==> src/rtl/mux8_arbiter.sv <==
// Arbiter and sequencer for the shared 8:1 x 16-bit mux: picks a requester, steers
// the registered mux select, captures the word and offers it downstream on valid/ready.
module mux8_arbiter #(
  parameter bit RR_EN = 1'b1
) (
  input  logic        clk,
  input  logic        reset,
  input  logic [7:0]  req,
  input  logic [15:0] mux_r,
  input  logic        out_ready,
  output logic [2:0]  sel,
  output logic [7:0]  grant,
  output logic        out_valid,
  output logic [15:0] out_data,
  output logic [2:0]  out_src,
  output logic        busy,
  output logic [1:0]  dbg_state
);

  // Handshake: a word transfers on every rising edge where out_valid && out_ready;
  // out_valid, out_data and out_src hold stable until that edge and never depend on out_ready.

  typedef enum logic [1:0] {
    IDLE    = 2'd0,
    CAPTURE = 2'd1,
    OUTPUT  = 2'd2
  } state_t;

  state_t     state;
  logic [2:0] last;
  logic [2:0] rr_w;
  logic [2:0] fp_w;
  logic [2:0] idx;
  logic [2:0] win;

  // Descending scan so the last hit is the first position in search order.
  always_comb begin
    rr_w = '0;
    fp_w = '0;
    idx  = '0;
    for (int i = 7; i >= 0; i--) begin
      if (req[i]) fp_w = 3'(i);
      idx = last + 3'(i) + 3'd1;
      if (req[idx]) rr_w = idx;
    end
    win = RR_EN ? rr_w : fp_w;
  end

  always_ff @(posedge clk) begin
    if (reset) begin
      state     <= IDLE;
      sel       <= '0;
      out_valid <= 1'b0;
      out_data  <= '0;
      out_src   <= '0;
      last      <= 3'd7;
    end else begin
      case (state)
        IDLE: begin
          if (req != 8'h00) begin
            sel   <= win;
            state <= CAPTURE;
          end
        end
        CAPTURE: begin
          // Arbitration is committed here; a dropped req does not cancel the transfer.
          out_data  <= mux_r;
          out_src   <= sel;
          last      <= sel;
          out_valid <= 1'b1;
          state     <= OUTPUT;
        end
        OUTPUT: begin
          if (out_ready) begin
            out_valid <= 1'b0;
            state     <= IDLE;
          end
        end
        default: state <= IDLE;
      endcase
    end
  end

  // Decoded from registers only, so no input-to-output combinational path.
  assign grant     = (state == CAPTURE) ? (8'h01 << sel) : 8'h00;
  assign busy      = (state != IDLE);
  assign dbg_state = state;

endmodule

==> config.mk <==
export PLATFORM = sky130hd
export DESIGN_NAME = mux8_arbiter
export DESIGN_NICKNAME = d
export VERILOG_FILES = /design/src/rtl/mux8_arbiter.sv
export SDC_FILE = /design/constraint.sdc
export NUM_CORES = 1
export LEC_CHECK = 0
export ABC_CLOCK_PERIOD_IN_PS = 2700
export CAP_MARGIN = 20
export CORE_UTILIZATION = 43
export CTS_CLUSTER_SIZE = 16
export DETAILED_ROUTE_END_ITERATION = 12
export PLACE_DENSITY = 0.79
export SYNTH_ARGS = -nofsm -noshare
export SYNTH_HDL_FRONTEND = slang
export SYNTH_SLANG_ARGS = --single-unit
==> constraint.sdc <==
create_clock -name clk -period 2.7 [get_ports clk]
set_input_delay 0.405 -clock clk [delete_from_list [all_inputs] [get_ports clk]]
set_output_delay 0.405 -clock clk [all_outputs]
set_load 0.1 [all_outputs]
==> metrics.csv, run 1 <==
metric,value,unit
hold-fix buffers at CTS,0,
remaining routing DRC violations,0,
Final min period,2.529,ns
Overall Global Routing Usage,22.11,%
clock transition at the registers of the reported paths,0.10,ns
final WL,5596,microns
RSZ-0062 raised after global routing,no,
"commonest non-fill, non-tap cell in the layout",sky130_fd_sc_hd__nand2_1,
Synth Cell Area,0.002090,sq mm
relative max-transition margin,57.88,%
TritonCTS clock tree,done,
Tightest Pin Transition,0.6318,ns
length of the first detailed-routing pass in iterations,4,
R2R setup slack,0.17,ns
CP arrival,2.69,ns
GPL Wtd Cong,0.9070,
max incr delay on CP,0.43,ns
"Primary FF master, synth",sky130_fd_sc_hd__dfxtp_1,
register area share after synthesis,26.83,%
class of the most critical setup path,reg -> reg,
"number of standard cells in the layout, taps in and fillers out",341,
number of global-route vias before repair,1842,
share of synthesized area spent on multiplexers,26.35,%
synthesized netlist net count,261,
synthesized instance count,231,
highest ir drop seen on vdd,0.5535,mV
clock root cell,sky130_fd_sc_hd__clkbuf_8,
clock latency reported for the late side of the worst-skew pair,0.28,ns
list of cells traversed by the critical path,buf_4 > ha_1 > xor2_1 > mux4_2 > o21ba_1 > o21ai_1 > nor4b_1 > nor4_1,
Floorplan Core Area,0.004504,sq mm
number of rows in the core area,24,
TritonCTS Buffers,3,
data required time of the worst path,2.86,ns
via total after detailed routing,2012,
number of different library cells in the post-synthesis netlist,49,
post-detail-place hpwl,4262,microns
synthesized-area fraction occupied by xor and xnor cells,2.156,%
number of antenna violations at the first check in global routing,0,
Synth Area in Adders,1.796,%
pin count of the biggest net entering global routing,21,
Post-synth EDFFs,0,
worst min-delay path class,reg -> reg,
Final Hold Fails,0,
async set or reset register ratio after synthesis,0,%
worst setup skew after layout,0.01104,ns
number of vias per cell,5.900,
Critical Path Slowest Stage Cell,sky130_fd_sc_hd__mux4_2,
fmax,0.3954,GHz
Port Buffer Count,60,
Setup Total Neg Slack,0,ns
H-tree levels,1,
routed wirelength normalized by instance count,16.41,microns
"synthesized-area fraction occupied by ao, oa, aoi and oai cells",17.19,%
result of the run,"complete, no violations",
Area Overhead vs Synth,38.98,%
Max Transition Viols Final,0,
synthesized-area fraction occupied by and/or/nand/nor cells,18.08,%
number of warnings reported in the yosys synthesis log,0,
Detailed Route Iter0 Violations,132,
Critical Path Fanout Max,18,
post-synthesis sequential element count,28,
clock sink count,28,
effective utilization at floorplan,46.39,%
setup fix buffers added after clock tree synthesis,0,
number of antenna repair diodes,0,
Placed Instances,337,
Die X,71.71,microns
most used cells in the layout excluding fill and tap cells,"sky130_fd_sc_hd__nand2_1, sky130_fd_sc_hd__buf_4, sky130_fd_sc_hd__a21oi_1, sky130_fd_sc_hd__clkdlybuf4s50_1, sky130_fd_sc_hd__dfxtp_1",
average footprint of a synthesized cell,9.045,sq um
global-route wire length before repair,9052,microns
Chip Height,71.71,microns
Critical Path Sink Type,register,
Min Hold Slack,0.4584,ns
Pwr Density,687.3,mW/mm^2
main combinational cell family by area after synthesis,multiplexers,
Setup crit start kind,register,
share of cells above drive strength 1,31.14,%
"Worst Setup Slack, final",0.1707,ns
"Power, Total",1.996,mW
Nets,320,
total I/O pin count,61,
leakage power figure,1.129,nW
die footprint,0.005142,sq mm
share of the cycle needed by the critical path after routing,93.68,%
count of maximum capacitance violations,0,
count of nets left with antenna violations after detail routing,0,
count of final setup violators,0,
global route total overflow,0,
Placement Setup Slack,0.06973,ns
number of buffers on the longest clock path,2,
==> critical path: cells and delay by family (launching register included) <==
kind                       cells  cell delay [ns]
AOI/OAI and AO/OA              2             0.28
xor gates and xnor gates       1             0.41
adders and majority gates      1             0.31
buffers and inverters          1             0.29
DFF                            1             0.36
muxes                          1             0.43
and+or+nand+nor                2             0.35
==> routing by layer <==
metal | up-vias | global-route usage (%) | part of all wire [%]
met5 | - | 0 | 0
met4 | 0 | 6.536 | 2.1
met3 | 12 | 2.954 | 6.7
met2 | 92 | 37.63 | 50
met1 | 939 | 29.38 | 41
li1 | 969 | - | -
==> stage by stage <==
stage                     utilization, %  instance area, sq um
after floorplan                        -                  2181
after global placement             62.72                  2825
after detailed placement           62.72                  2825
after CTS                          64.19                  2892
after global routing               64.47                  2904
final                              64.47                  2904
==> repair_timing <==
action                                 CTS  global route
endpoints found under the hold margin    0             0
resized for setup                        0             2
setup endpoints to repair                0             3
==> flip-flops by register name (all words and copies together) (netlist names) <==
| name | count |
|---|---|
| out_data | 16 |
| out_valid | 1 |
| dbg_state | 2 |
| sel | 3 |
| out_src | 3 |
| last | 3 |
==> synth_stat cells, types with 4 or more instances <==
cell type / number / area share [%]
sky130_fd_sc_hd__o21ai_0: 6 / 1.4
sky130_fd_sc_hd__mux4_2: 12 / 13
sky130_fd_sc_hd__nor3_1: 7 / 1.7
sky130_fd_sc_hd__mux4_1: 4 / 5.0
sky130_fd_sc_hd__nor4_1: 6 / 1.8
sky130_fd_sc_hd__inv_1: 4 / 0.72
sky130_fd_sc_hd__nand2_1: 47 / 8.4
sky130_fd_sc_hd__clkbuf_1: 10 / 1.8
sky130_fd_sc_hd__buf_6: 5 / 2.7
sky130_fd_sc_hd__dfxtp_1: 28 / 27
sky130_fd_sc_hd__nor2b_1: 4 / 1.2
sky130_fd_sc_hd__nor2_1: 8 / 1.4
sky130_fd_sc_hd__a21oi_1: 33 / 7.9
sky130_fd_sc_hd__mux2i_1: 10 / 4.8
==> layout make-up <==
| cell class | instances | area [sq um] |
|---|---|---|
| clock buffer | 4 | 66.31 |
| fill | 368 | 1600 |
| inverter | 5 | 20.02 |
| multi-input combinational | 178 | 1465 |
| sequential | 28 | 566.8 |
| tap | 52 | 65.06 |
| timing repair buffer | 74 | 720.7 |
==> report_power, final <==
group	leakage [nW]	switching [mW]	internal, mW	total (mW)
logic	0.865	0.739	0.447	1.19
clock network	0.0339	0.131	0.161	0.293
registers	0.231	0.0593	0.458	0.517
==> path summary, 6_finish.rpt <==
kind / from / endpoint / cells past startpoint
worst max-delay path: last[0] / sel[0] / 8
worst min-delay path: out_data[14] / out_data[14] / 2
worst max register to register: last[0] / sel[0] / 8
worst min register to register: out_data[14] / out_data[14] / 2
==> cell families (layout without fill, tap and decap cells) <==
group	count (synthesis)	after routing
AO/OA/AOI/OAI	59	59
XOR/XNOR	3	3
adder cells (fa/ha/maj)	3	3
buffers and inverters	25	83
flip-flops	28	28
multiplexers	31	31
AND/OR/NAND/NOR	82	82
No activity file was read; power rests on OpenSTA's default activity.
==> run 2: changes to the inputs <==
==> config.mk (replaced) <==
export PLATFORM = sky130hd
export DESIGN_NAME = mux8_arbiter
export DESIGN_NICKNAME = d
export VERILOG_FILES = /design/src/rtl/mux8_arbiter.sv
export SDC_FILE = /design/constraint.sdc
export NUM_CORES = 1
export LEC_CHECK = 0
export ABC_CLOCK_PERIOD_IN_PS = 2400
export CAP_MARGIN = 20
export CORE_UTILIZATION = 48
export CTS_CLUSTER_SIZE = 16
export DETAILED_ROUTE_END_ITERATION = 12
export PLACE_DENSITY = 0.83
export SYNTH_ARGS = -nofsm -noshare
export SYNTH_HDL_FRONTEND = slang
export SYNTH_SLANG_ARGS = --single-unit
==> constraint.sdc (replaced) <==
create_clock -name clk -period 2.4 [get_ports clk]
set_input_delay 0.36 -clock clk [delete_from_list [all_inputs] [get_ports clk]]
set_output_delay 0.36 -clock clk [all_outputs]
set_load 0.1 [all_outputs]
==> metrics.csv, run 2 (synthesis gave the netlist of run 1 again) <==
metric,value,unit,change
Detailed Route Iter0 Violations,95,,was 132
leakage power figure,1.190,nW,was 1.129 nW
relative max-transition margin,63.21,%,was 57.88%
remaining routing DRC violations,0,,unchanged
count of nets left with antenna violations after detail routing,0,,unchanged
worst min-delay path class,reg -> reg,,unchanged
GPL Wtd Cong,0.8448,,was 0.9070
Overall Global Routing Usage,24.47,%,was 22.11%
final instance area,0.003067,sq mm,was 0.002904 sq mm
Final Hold Fails,0,,unchanged
Critical Path Fanout Max,5,,was 18
Area Overhead vs Synth,46.77,%,was 38.98%
effective utilization at floorplan,51.13,%,was 46.39%
global route total overflow,0,,unchanged
number of buffers on the longest clock path,2,,unchanged
worst setup skew after layout,0.006908,ns,was 0.01104 ns
startpoint of the most critical hold path,out_data[9],,was out_data[14]
most used cells in the layout excluding fill and tap cells,"sky130_fd_sc_hd__buf_4, sky130_fd_sc_hd__nand2_1, sky130_fd_sc_hd__a21oi_1, sky130_fd_sc_hd__clkdlybuf4s50_1, sky130_fd_sc_hd__dfxtp_1",,"was sky130_fd_sc_hd__nand2_1, sky130_fd_sc_hd__buf_4, sky130_fd_sc_hd__a21oi_1, sky130_fd_sc_hd__clkdlybuf4s50_1, sky130_fd_sc_hd__dfxtp_1"
count of final setup violators,0,,unchanged
share of the cycle needed by the critical path after routing,99.83,%,was 93.68%
CP arrival,2.58,ns,was 2.69 ns
Port Buffer Count,60,,unchanged
max incr delay on CP,0.49,ns,was 0.43 ns
"number of standard cells in the layout, taps in and fillers out",349,,was 341
Layout Utilization,75.05,%,was 64.47%
global-route wire length before repair,8562,microns,was 9052 microns
Min Hold Slack,0.4605,ns,was 0.4584 ns
Max Transition Viols Final,0,,unchanged
data required time of the worst path,2.58,ns,was 2.86 ns
register with the most flip-flops,out_data,,unchanged
final WL,5564,microns,was 5596 microns
Nets,330,,was 320
number of flip-flops in the largest register,16,,unchanged
Final min period,2.396,ns,was 2.529 ns
number of antenna violations at the first check in global routing,0,,unchanged
count of maximum capacitance violations,0,,unchanged
list of cells traversed by the critical path,clkinv_8 > ha_4 > buf_4 > mux4_2 > mux2i_1 > a32o_1 > o21ai_1 > nor4b_1 > nor4_1,,was buf_4 > ha_1 > xor2_1 > mux4_2 > o21ba_1 > o21ai_1 > nor4b_1 > nor4_1
Tightest Pin Transition,0.5518,ns,was 0.6318 ns
cell type group with the largest total delay on the critical path,multiplexers,,unchanged
class of the most critical setup path,reg -> reg,,unchanged
Floorplan Core Area,0.004086,sq mm,was 0.004504 sq mm
Placed Instances,342,,was 337
clock latency reported for the late side of the worst-skew pair,0.28,ns,about the same
count of buffer and inverter cells on the critical path,2,,was 1
number of global-route vias before repair,1798,,"was 1,842"
number of antenna repair diodes,0,,unchanged
Pwr Density,783.2,mW/mm^2,was 687.3 mW/mm^2
Chip Height,67.98,microns,was 71.71 microns
share of cells above drive strength 1,38.46,%,was 31.14%
Critical Path Sink Type,register,,unchanged
Worst R2R Start,last[0],,unchanged
Placed Instance Area,0.002915,sq mm,was 0.002825 sq mm
pin count of the biggest net entering global routing,28,,was 21
"Power, Total",2.402,mW,was 1.996 mW
die footprint,0.004621,sq mm,was 0.005142 sq mm
post-detail-place hpwl,4013,microns,was 4262 microns
Die X,67.98,microns,was 71.71 microns
fmax,0.4174,GHz,was 0.3954 GHz
"Worst Setup Slack, final",0.003965,ns,was 0.1707 ns
# fillers,272,,was 368
Setup Total Neg Slack,0,ns,unchanged
TritonCTS Buffers,3,,unchanged
Critical Path Slowest Stage Cell,sky130_fd_sc_hd__mux4_2,,unchanged
via total after detailed routing,2055,,"was 2,012"
length of the first detailed-routing pass in iterations,4,,unchanged
clock transition at the registers of the reported paths,0.10,ns,about the same
number of vias per cell,5.888,,was 5.900
RSZ-0062 raised after global routing,yes,,was no
routed wirelength normalized by instance count,15.94,microns,was 16.41 microns
total I/O pin count,61,,unchanged
Setup crit start kind,register,,unchanged
H-tree levels,1,,unchanged
TritonCTS clock tree,done,,unchanged
clock root cell,sky130_fd_sc_hd__clkbuf_8,,unchanged
number of rows in the core area,23,,was 24
worst setup path startpoint,last[0],,unchanged
Placement Setup Slack,-0.1680,ns,was 0.06973 ns
result of the run,"complete, no violations",,unchanged
highest ir drop seen on vdd,0.6716,mV,was 0.5535 mV
clock sink count,28,,unchanged
"commonest non-fill, non-tap cell in the layout",sky130_fd_sc_hd__buf_4,,was sky130_fd_sc_hd__nand2_1
==> run 2: layout make-up <==
cell class	instances	area, sq um	share of cell area (%)
well taps	50	62.56	2.040
inverters	5	31.28	1.020
repair buffers	84	799.5	26.07
clock inverters	1	30.03	0.9792
multi-input cells	178	1523	49.65
flip-flops and latches	28	579.3	18.89
clock buffers	3	41.29	1.346
==> run 2: per-layer routing <==
layer  vias up  global-route usage, %  share of wire [%]
met5         -                      0                  0
met4         0                  4.167               0.68
met3         6                  3.667                4.8
met2        72                  37.99                 49
met1       996                  36.10                 46
li1        981                      -                  -
==> run 2: worst min-delay path, stage by stage (launching register included) <==
cell and delay [ns]:
sky130_fd_sc_hd__dfxtp_1 0.32, sky130_fd_sc_hd__nand2_1 0.05, sky130_fd_sc_hd__a21oi_1 0.05
==> run 2: what timing repair did <==
action                                  in CTS  in global routing
endpoints found under the setup margin       0                  3
hold endpoints to repair                     0                  0
hold buffers                                 0                  0
setup buffers                                0                  3
resized for setup                            0                 13
==> run 2: final timing paths <==
kind | slack (ns) | cells past startpoint | endpoint
hold / removal | 0.46 | 2 | out_data[9]
setup reg to reg | 0.004 | 9 | sel[0]
hold reg to reg | 0.46 | 2 | out_data[9]
setup / recovery | 0.004 | 9 | sel[0]
==> run 2: where the power goes <==
group | switching (mW) | internal (mW)
Clock | 0.148 | 0.223
Sequential | 0.0737 | 0.518
Combinational | 0.867 | 0.572
Total | 1.09 | 1.31
